## config.mk

```make
export PLATFORM = sky130hd
export DESIGN_NAME = mrsc_encoder_stream_flat
export DESIGN_NICKNAME = d
export VERILOG_FILES = /design/src/rtl/mrsc_encoder_stream_if.sv /design/src/rtl/mrsc_encoder_stream.sv /design/src/flat_wrapper.sv
export SDC_FILE = /design/constraint.sdc
export NUM_CORES = 1
export LEC_CHECK = 0
export ABC_AREA = 1
export CORE_UTILIZATION = 53
export CTS_BUF_LIST = sky130_fd_sc_hd__clkbuf_16
export DETAILED_ROUTE_END_ITERATION = 10
export PLACE_DENSITY = 0.93
export SKIP_LAST_GASP = 1
export SLEW_MARGIN = 20
export SYNTH_ARGS = -nofsm -noshare
export SYNTH_HDL_FRONTEND = slang
export SYNTH_SLANG_ARGS = --single-unit
```

## constraint.sdc

```tcl
create_clock -name clk -period 6.27 [get_ports clk]
set_input_delay 0.9405 -clock clk [delete_from_list [all_inputs] [get_ports clk]]
set_output_delay 0.9405 -clock clk [all_outputs]
set_load 0.01 [all_outputs]
```

## src/rtl/mrsc_encoder_stream_if.sv

```systemverilog
// ---------------------------------------------------------------------------
// mrsc_encoder_stream_if
//   Handshake bundle for the streaming MRSC encoder.
//   Input side : in_valid / in_ready / in_data (16-bit data word)
//   Output side: out_valid / out_ready / out_codeword (32-bit codeword)
//   modport master : the environment around the encoder
//                    (it drives the input word and the output-side ready).
//   modport slave  : the encoder itself.
// ---------------------------------------------------------------------------
interface mrsc_encoder_stream_if;
  logic        in_valid;
  logic        in_ready;
  logic [15:0] in_data;
  logic        out_valid;
  logic        out_ready;
  logic [31:0] out_codeword;

  modport master (
    output in_valid, in_data, out_ready,
    input  in_ready, out_valid, out_codeword
  );

  modport slave (
    input  in_valid, in_data, out_ready,
    output in_ready, out_valid, out_codeword
  );
endinterface

```

## src/rtl/mrsc_encoder_stream.sv

```systemverilog
// ---------------------------------------------------------------------------
// mrsc_encoder_stream
//   Streaming MRSC (Matrix Region Selection Code) encoder. Each accepted
//   16-bit word is encoded combinationally into the 32-bit codeword layout
//   that mrsc_decoder consumes, then buffered in a 2-entry skid FIFO so that
//   in_ready depends only on registered state.
//
//   Ports
//     clk          single clock, rising edge
//     rst          synchronous, active-high reset
//     flush        synchronous FIFO clear (enc_count is kept)
//     bus          mrsc_encoder_stream_if.slave: in_valid/in_ready/in_data,
//                  out_valid/out_ready/out_codeword
//     enc_count    saturating count of output handshakes (CNT_W bits)
//     inject_mask  XOR mask for one-shot fault injection
//     inject_arm   arms one-shot fault injection
//
//   Build option
//     MRSC_FAULT_INJECT_EN : when defined, a pulse on inject_arm latches
//     inject_mask and the next word written into the FIFO is stored XORed
//     with it. When undefined, inject_mask/inject_arm are ignored.
//
//   Codeword layout
//     [31:16] data, [15:12] {DI1,DI3,DI2,DI4}, [11:8] {P1,P3,P2,P4},
//     [7:0] {XA13,XA24,XB13,XB24,XC13,XC24,XD13,XD24}
// ---------------------------------------------------------------------------
module mrsc_encoder_stream #(
  parameter int CNT_W = 16
) (
  input  logic                 clk,
  input  logic                 rst,
  input  logic                 flush,
  mrsc_encoder_stream_if.slave bus,
  output logic [CNT_W-1:0]     enc_count,
  input  logic [31:0]          inject_mask,
  input  logic                 inject_arm
);

  localparam logic [1:0] FIFO_EMPTY = 2'd0;
  localparam logic [1:0] FIFO_FULL  = 2'd2;
  localparam logic [CNT_W-1:0] CNT_ONE = {{(CNT_W-1){1'b0}}, 1'b1};
  localparam logic [CNT_W-1:0] CNT_MAX = {CNT_W{1'b1}};

  // Nibble n of the word is (A,B,C,D) = ([15:12],[11:8],[7:4],[3:0]);
  // inside a nibble X1 is the msb, so Xi sits at bit (4-i).
  function automatic logic [31:0] mrsc_encode(input logic [15:0] word);
    logic [3:0] a, b, c, d;
    logic       di1, di2, di3, di4;
    logic [3:0] par;
    a   = word[15:12];
    b   = word[11:8];
    c   = word[7:4];
    d   = word[3:0];
    // Diagonals pair adjacent columns of the 4x4 matrix with a swap on
    // every other row, which is what lets the decoder locate a 2-bit error.
    di1 = a[3] ^ b[2] ^ c[3] ^ d[2];
    di2 = a[2] ^ b[3] ^ c[2] ^ d[3];
    di3 = a[1] ^ b[0] ^ c[1] ^ d[0];
    di4 = a[0] ^ b[1] ^ c[0] ^ d[1];
    par = a ^ b ^ c ^ d;  // par[3]=P1 .. par[0]=P4
    mrsc_encode = {word,
                   di1, di3, di2, di4,
                   par[3], par[1], par[2], par[0],
                   a[3] ^ a[1], a[2] ^ a[0],
                   b[3] ^ b[1], b[2] ^ b[0],
                   c[3] ^ c[1], c[2] ^ c[0],
                   d[3] ^ d[1], d[2] ^ d[0]};
  endfunction

  logic [1:0]  count;
  logic        wr_ptr;
  logic        rd_ptr;
  logic [31:0] mem [2];
  logic        push;
  logic        pop;
  logic [31:0] enc_word;
  logic [31:0] stored_word;

  assign bus.in_ready     = (count != FIFO_FULL);
  assign bus.out_valid    = (count != FIFO_EMPTY);
  assign bus.out_codeword = mem[rd_ptr];

  // A push coinciding with flush is dropped; a pop in that cycle is still a
  // real handshake and is counted below.
  assign push     = bus.in_valid && bus.in_ready && !flush;
  assign pop      = bus.out_valid && bus.out_ready;
  assign enc_word = mrsc_encode(bus.in_data);

`ifdef MRSC_FAULT_INJECT_EN
  logic        armed;
  logic [31:0] mask_q;
  logic [31:0] eff_mask;

  // A fresh arm takes effect on a push in the same cycle.
  // NOTE: always_comb assigns a default first so no path leaves eff_mask
  // unassigned, which would otherwise infer a latch.
  always_comb begin
    eff_mask = '0;
    if (inject_arm)
      eff_mask = inject_mask;
    else if (armed)
      eff_mask = mask_q;
  end

  always_ff @(posedge clk) begin
    if (rst) begin
      armed  <= 1'b0;
      mask_q <= '0;
    end else if (flush || push) begin
      armed  <= 1'b0;
    end else if (inject_arm) begin
      armed  <= 1'b1;
      mask_q <= inject_mask;
    end
  end

  assign stored_word = enc_word ^ eff_mask;
`else
  logic unused_inject;
  assign unused_inject = ^{inject_mask, inject_arm};
  assign stored_word   = enc_word;
`endif

  // NOTE: sequential state uses non-blocking assignments so every flop
  // samples pre-edge values regardless of statement order.
  always_ff @(posedge clk) begin
    if (rst) begin
      count  <= FIFO_EMPTY;
      wr_ptr <= 1'b0;
      rd_ptr <= 1'b0;
      // NOTE: the two storage entries are reset because out_codeword is read
      // straight from them and must be zero out of reset.
      mem[0] <= '0;
      mem[1] <= '0;
    end else if (flush) begin
      count  <= FIFO_EMPTY;
      wr_ptr <= 1'b0;
      rd_ptr <= 1'b0;
    end else begin
      if (push) begin
        mem[wr_ptr] <= stored_word;
        wr_ptr      <= ~wr_ptr;
      end
      if (pop)
        rd_ptr <= ~rd_ptr;
      count <= count + {1'b0, push} - {1'b0, pop};
    end
  end

  always_ff @(posedge clk) begin
    if (rst)
      enc_count <= '0;
    else if (pop && (enc_count != CNT_MAX))
      enc_count <= enc_count + CNT_ONE;
  end

endmodule

```

## src/flat_wrapper.sv

```systemverilog
// flat-port wrapper written by rule: the top's interface ports become plain ports
module mrsc_encoder_stream_flat 
#(
  parameter int CNT_W = 16
)
  (clk, rst, flush, enc_count, inject_mask, inject_arm, bus_in_valid, bus_in_data, bus_out_ready, bus_in_ready, bus_out_valid, bus_out_codeword);
  mrsc_encoder_stream_if bus_i ();
  input  logic clk;
  input  logic rst;
  input  logic flush;
  output logic [CNT_W-1:0] enc_count;
  input  logic [31:0] inject_mask;
  input  logic inject_arm;
  input wire logic [$bits(bus_i.in_valid)-1:0] bus_in_valid;
  input wire logic [$bits(bus_i.in_data)-1:0] bus_in_data;
  input wire logic [$bits(bus_i.out_ready)-1:0] bus_out_ready;
  output wire logic [$bits(bus_i.in_ready)-1:0] bus_in_ready;
  output wire logic [$bits(bus_i.out_valid)-1:0] bus_out_valid;
  output wire logic [$bits(bus_i.out_codeword)-1:0] bus_out_codeword;
  assign bus_i.in_valid = bus_in_valid;
  assign bus_i.in_data = bus_in_data;
  assign bus_i.out_ready = bus_out_ready;
  assign bus_in_ready = bus_i.in_ready;
  assign bus_out_valid = bus_i.out_valid;
  assign bus_out_codeword = bus_i.out_codeword;
  mrsc_encoder_stream #(.CNT_W(CNT_W)) u_core (.clk(clk), .rst(rst), .flush(flush), .bus(bus_i), .enc_count(enc_count), .inject_mask(inject_mask), .inject_arm(inject_arm));
endmodule
```

==> results.md <==
- Setup Fix Bufs, Post-CTS: 0
- First-pass GRT wire length: 14,000 um
- Initial DRC Count: 132
- Final ANT Viol Nets: 0
- Core Box Area: approximately 7700 um^2
- Area leader, netlist: edfxtp_1
- DRC viols: 0
- Library cells used by synthesis: 33
- # Max-Cap Violations: 0
- Reg clk slew, reported paths: roughly 0.060 ns
- Vias in the first global route: slightly below 3,000
- TritonCTS Buffers: 9
- Worst slew pin tran: 0.705 ns
- Status: complete, no violations
- Lkg Pwr: about 2.1 nW
- Bufs on Longest Clock Path: 2
- Initial antenna violation count: 0
- # H-tree levels: 3
- Slew headroom: between 50% and 60%
- Cell area after layout: around 5200 um^2
- CTS tree: yes
- Initial DRT Pass Iterations: 5
- Fraction of layout cells with a size suffix above 1: 16.6%
- Core Rows: 32
- Area share of the largest cell type after synthesis: 45.6%
- Hpwl dp: 5880 um
- Max IR drop VDD: 0.138 mV
- WL final: about 8500 um
- Number of synthesized flops with an enable pin: 64
- Synth Net Count: 456
- Die Y: ~91 um
- Largest net degree at the start of global routing: 34
- Min-Delay Path Class: flop to flop
- Synth-to-layout area growth: 24.0%
- Worst-path fanout max: 33
- TNS Setup: 0 ns
- Fin. Hold Viols: 0
- CP Capture Type: flop
- Register bit total from synthesis: 85
- Unrepaired setup endpoints after global routing: no
- # setup viols final: 0
- YS warnings: 0
- Max Slew Vio Count: 0
- Most frequent cell after synthesis: nor2_1
- Final GP Congestion: ~0.9
- Arrival @ worst endpoint: about 2.9 ns
- Reg-to-reg slack, setup: 4.29 ns
- Final min period: roughly 2.9 ns
- Clock Latency Late Sink: 0.33 ns
- Fin Clk Skew: 0.00522 ns
- Crit path launch type: input port
- Buffers on Ports: 70
- Cts hold-fix bufs: 0
- Synth Flop Type: edfxtp_1
- Global route total overflow: 0
- Nets@finish: 527
- Synth area leaders: edfxtp_1 46%, dfxtp_1 10%, nor2_1 9.2%
- Initial core utilization: a little over half
- Synthesized instance count: 399
- Syn_area_per_cell: between 10 and 15 um^2
- GRT Total Usage: between 20% and 30%
- CTS sink cnt: 85
- Seq/Total Area, Yosys: 55.6%
- Worst path required time: 6.25 ns
- Diodes inserted: 0
- PostCTS Resize Cnt: 0
- PD cells: 244 nW/um^2
- WS Path Type: input port to flop
- # fillers: 552
- Post-layout utilization of the core: 67.6%
- Drt via density: 5.25
- Synthesized cell area: 4210 um^2
- Clock root cell: clkbuf_16
- Drt wl/cell: 14.8 um
- Die Wd: 91.2 um
- Synth async-reset ratio: 0%
- Die area: around 8300 um^2
- Num ports: 104
- Fin crit share: 46.9%
- Commonest cells post-synth: 103 x nor2_1, 64 x edfxtp_1, 35 x inv_1, 35 x nand2_1, 30 x mux2_2
- F_max: 340 MHz
- Placed Area: 4950 um^2
- Vias: about 3,000
-- cells in the final DEF, fill, tap and decap left out, types with 5 or more instances in the layout --
cell / count
nor2_2: 5
inv_1: 35
clkdlybuf4s50_1: 70
dfxtp_1: 21
mux2_2: 30
nor2_4: 5
nand2_1: 35
nand3_1: 13
nand2_2: 5
xnor2_1: 26
a21oi_1: 9
edfxtp_1: 64
clkbuf_16: 9
nor2_1: 103
-- cell type report --
class	count	area, um^2	share of cell area, %
clock buffers	9	225	4.31
clock inverters	7	48.8	0.934
inverters	38	144	2.75
multi-input cells	263	1620	30.9
flip-flops and latches	85	2340	44.8
well taps	102	128	2.44
repair buffers	73	723	13.8
-- worst max-delay path: stages --
cell	delay, ns
clkdlybuf4s50_1	0.43
inv_1	0.53
nand3_4	0.43
nand2_1	0.17
buf_4	0.41
-- cells by family after synthesis --
group | Yosys count | synth area share (%)
flops | 85 | 55.6
fa+ha+maj | 3 | 0.891
compound gates | 18 | 2.23
simple gates | 184 | 21.3
buf+inv | 51 | 6.09
mux | 32 | 8.55
xor+xnor | 26 | 5.40
-- power by group --
group	internal (W)	switching (W)
Combinational	0.0000731	0.0000762
Clock	0.000269	0.000215
Sequential	0.000631	0.00000908
Total	0.000973	0.000301
-- routing by layer --
metal / up-vias / GRT usage (%) / part of all wire, %
li1: 1451 / - / -
met1: 1452 / 25.7 / 41
met2: 107 / 39.1 / 52
met3: 22 / 3.52 / 4.8
met4: 0 / 11.1 / 2.7
met5: - / 0 / 0
-- metrics by stage --
stage	cells	hold WS, ns	total power, W	setup WS [ns]
after floorplan	399	0.425	0.000734	3.72
after global placement	561	0.437	0.000795	3.02
after detailed placement	561	0.448	0.000801	2.97
after CTS	577	0.459	0.00128	3.32
after global routing	577	0.487	0.00132	3.17
final	577	0.461	0.00127	3.33
-- worst paths after layout --
kind	cells past startpoint	start	endpoint
max	5	rst	u_core.mem[0][28]$_SDFFCE_PN0P_
min	1	u_core.rd_ptr$_SDFFE_PP0P_	u_core.rd_ptr$_SDFFE_PP0P_
max reg2reg	7	u_core.count[0]$_SDFF_PP0_	u_core.mem[0][28]$_SDFFCE_PN0P_
min reg2reg	1	u_core.rd_ptr$_SDFFE_PP0P_	u_core.rd_ptr$_SDFFE_PP0P_
-- state kept, by name (all words and copies together), names as in the netlist, named ones only --
| register | count |
|---|---|
| u_core.mem | 64 |
| u_core.enc_count | 16 |
| u_core.rd_ptr | 1 |
| u_core.wr_ptr | 1 |
| u_core.count | 2 |
No activity file was read; power rests on OpenSTA's default activity.
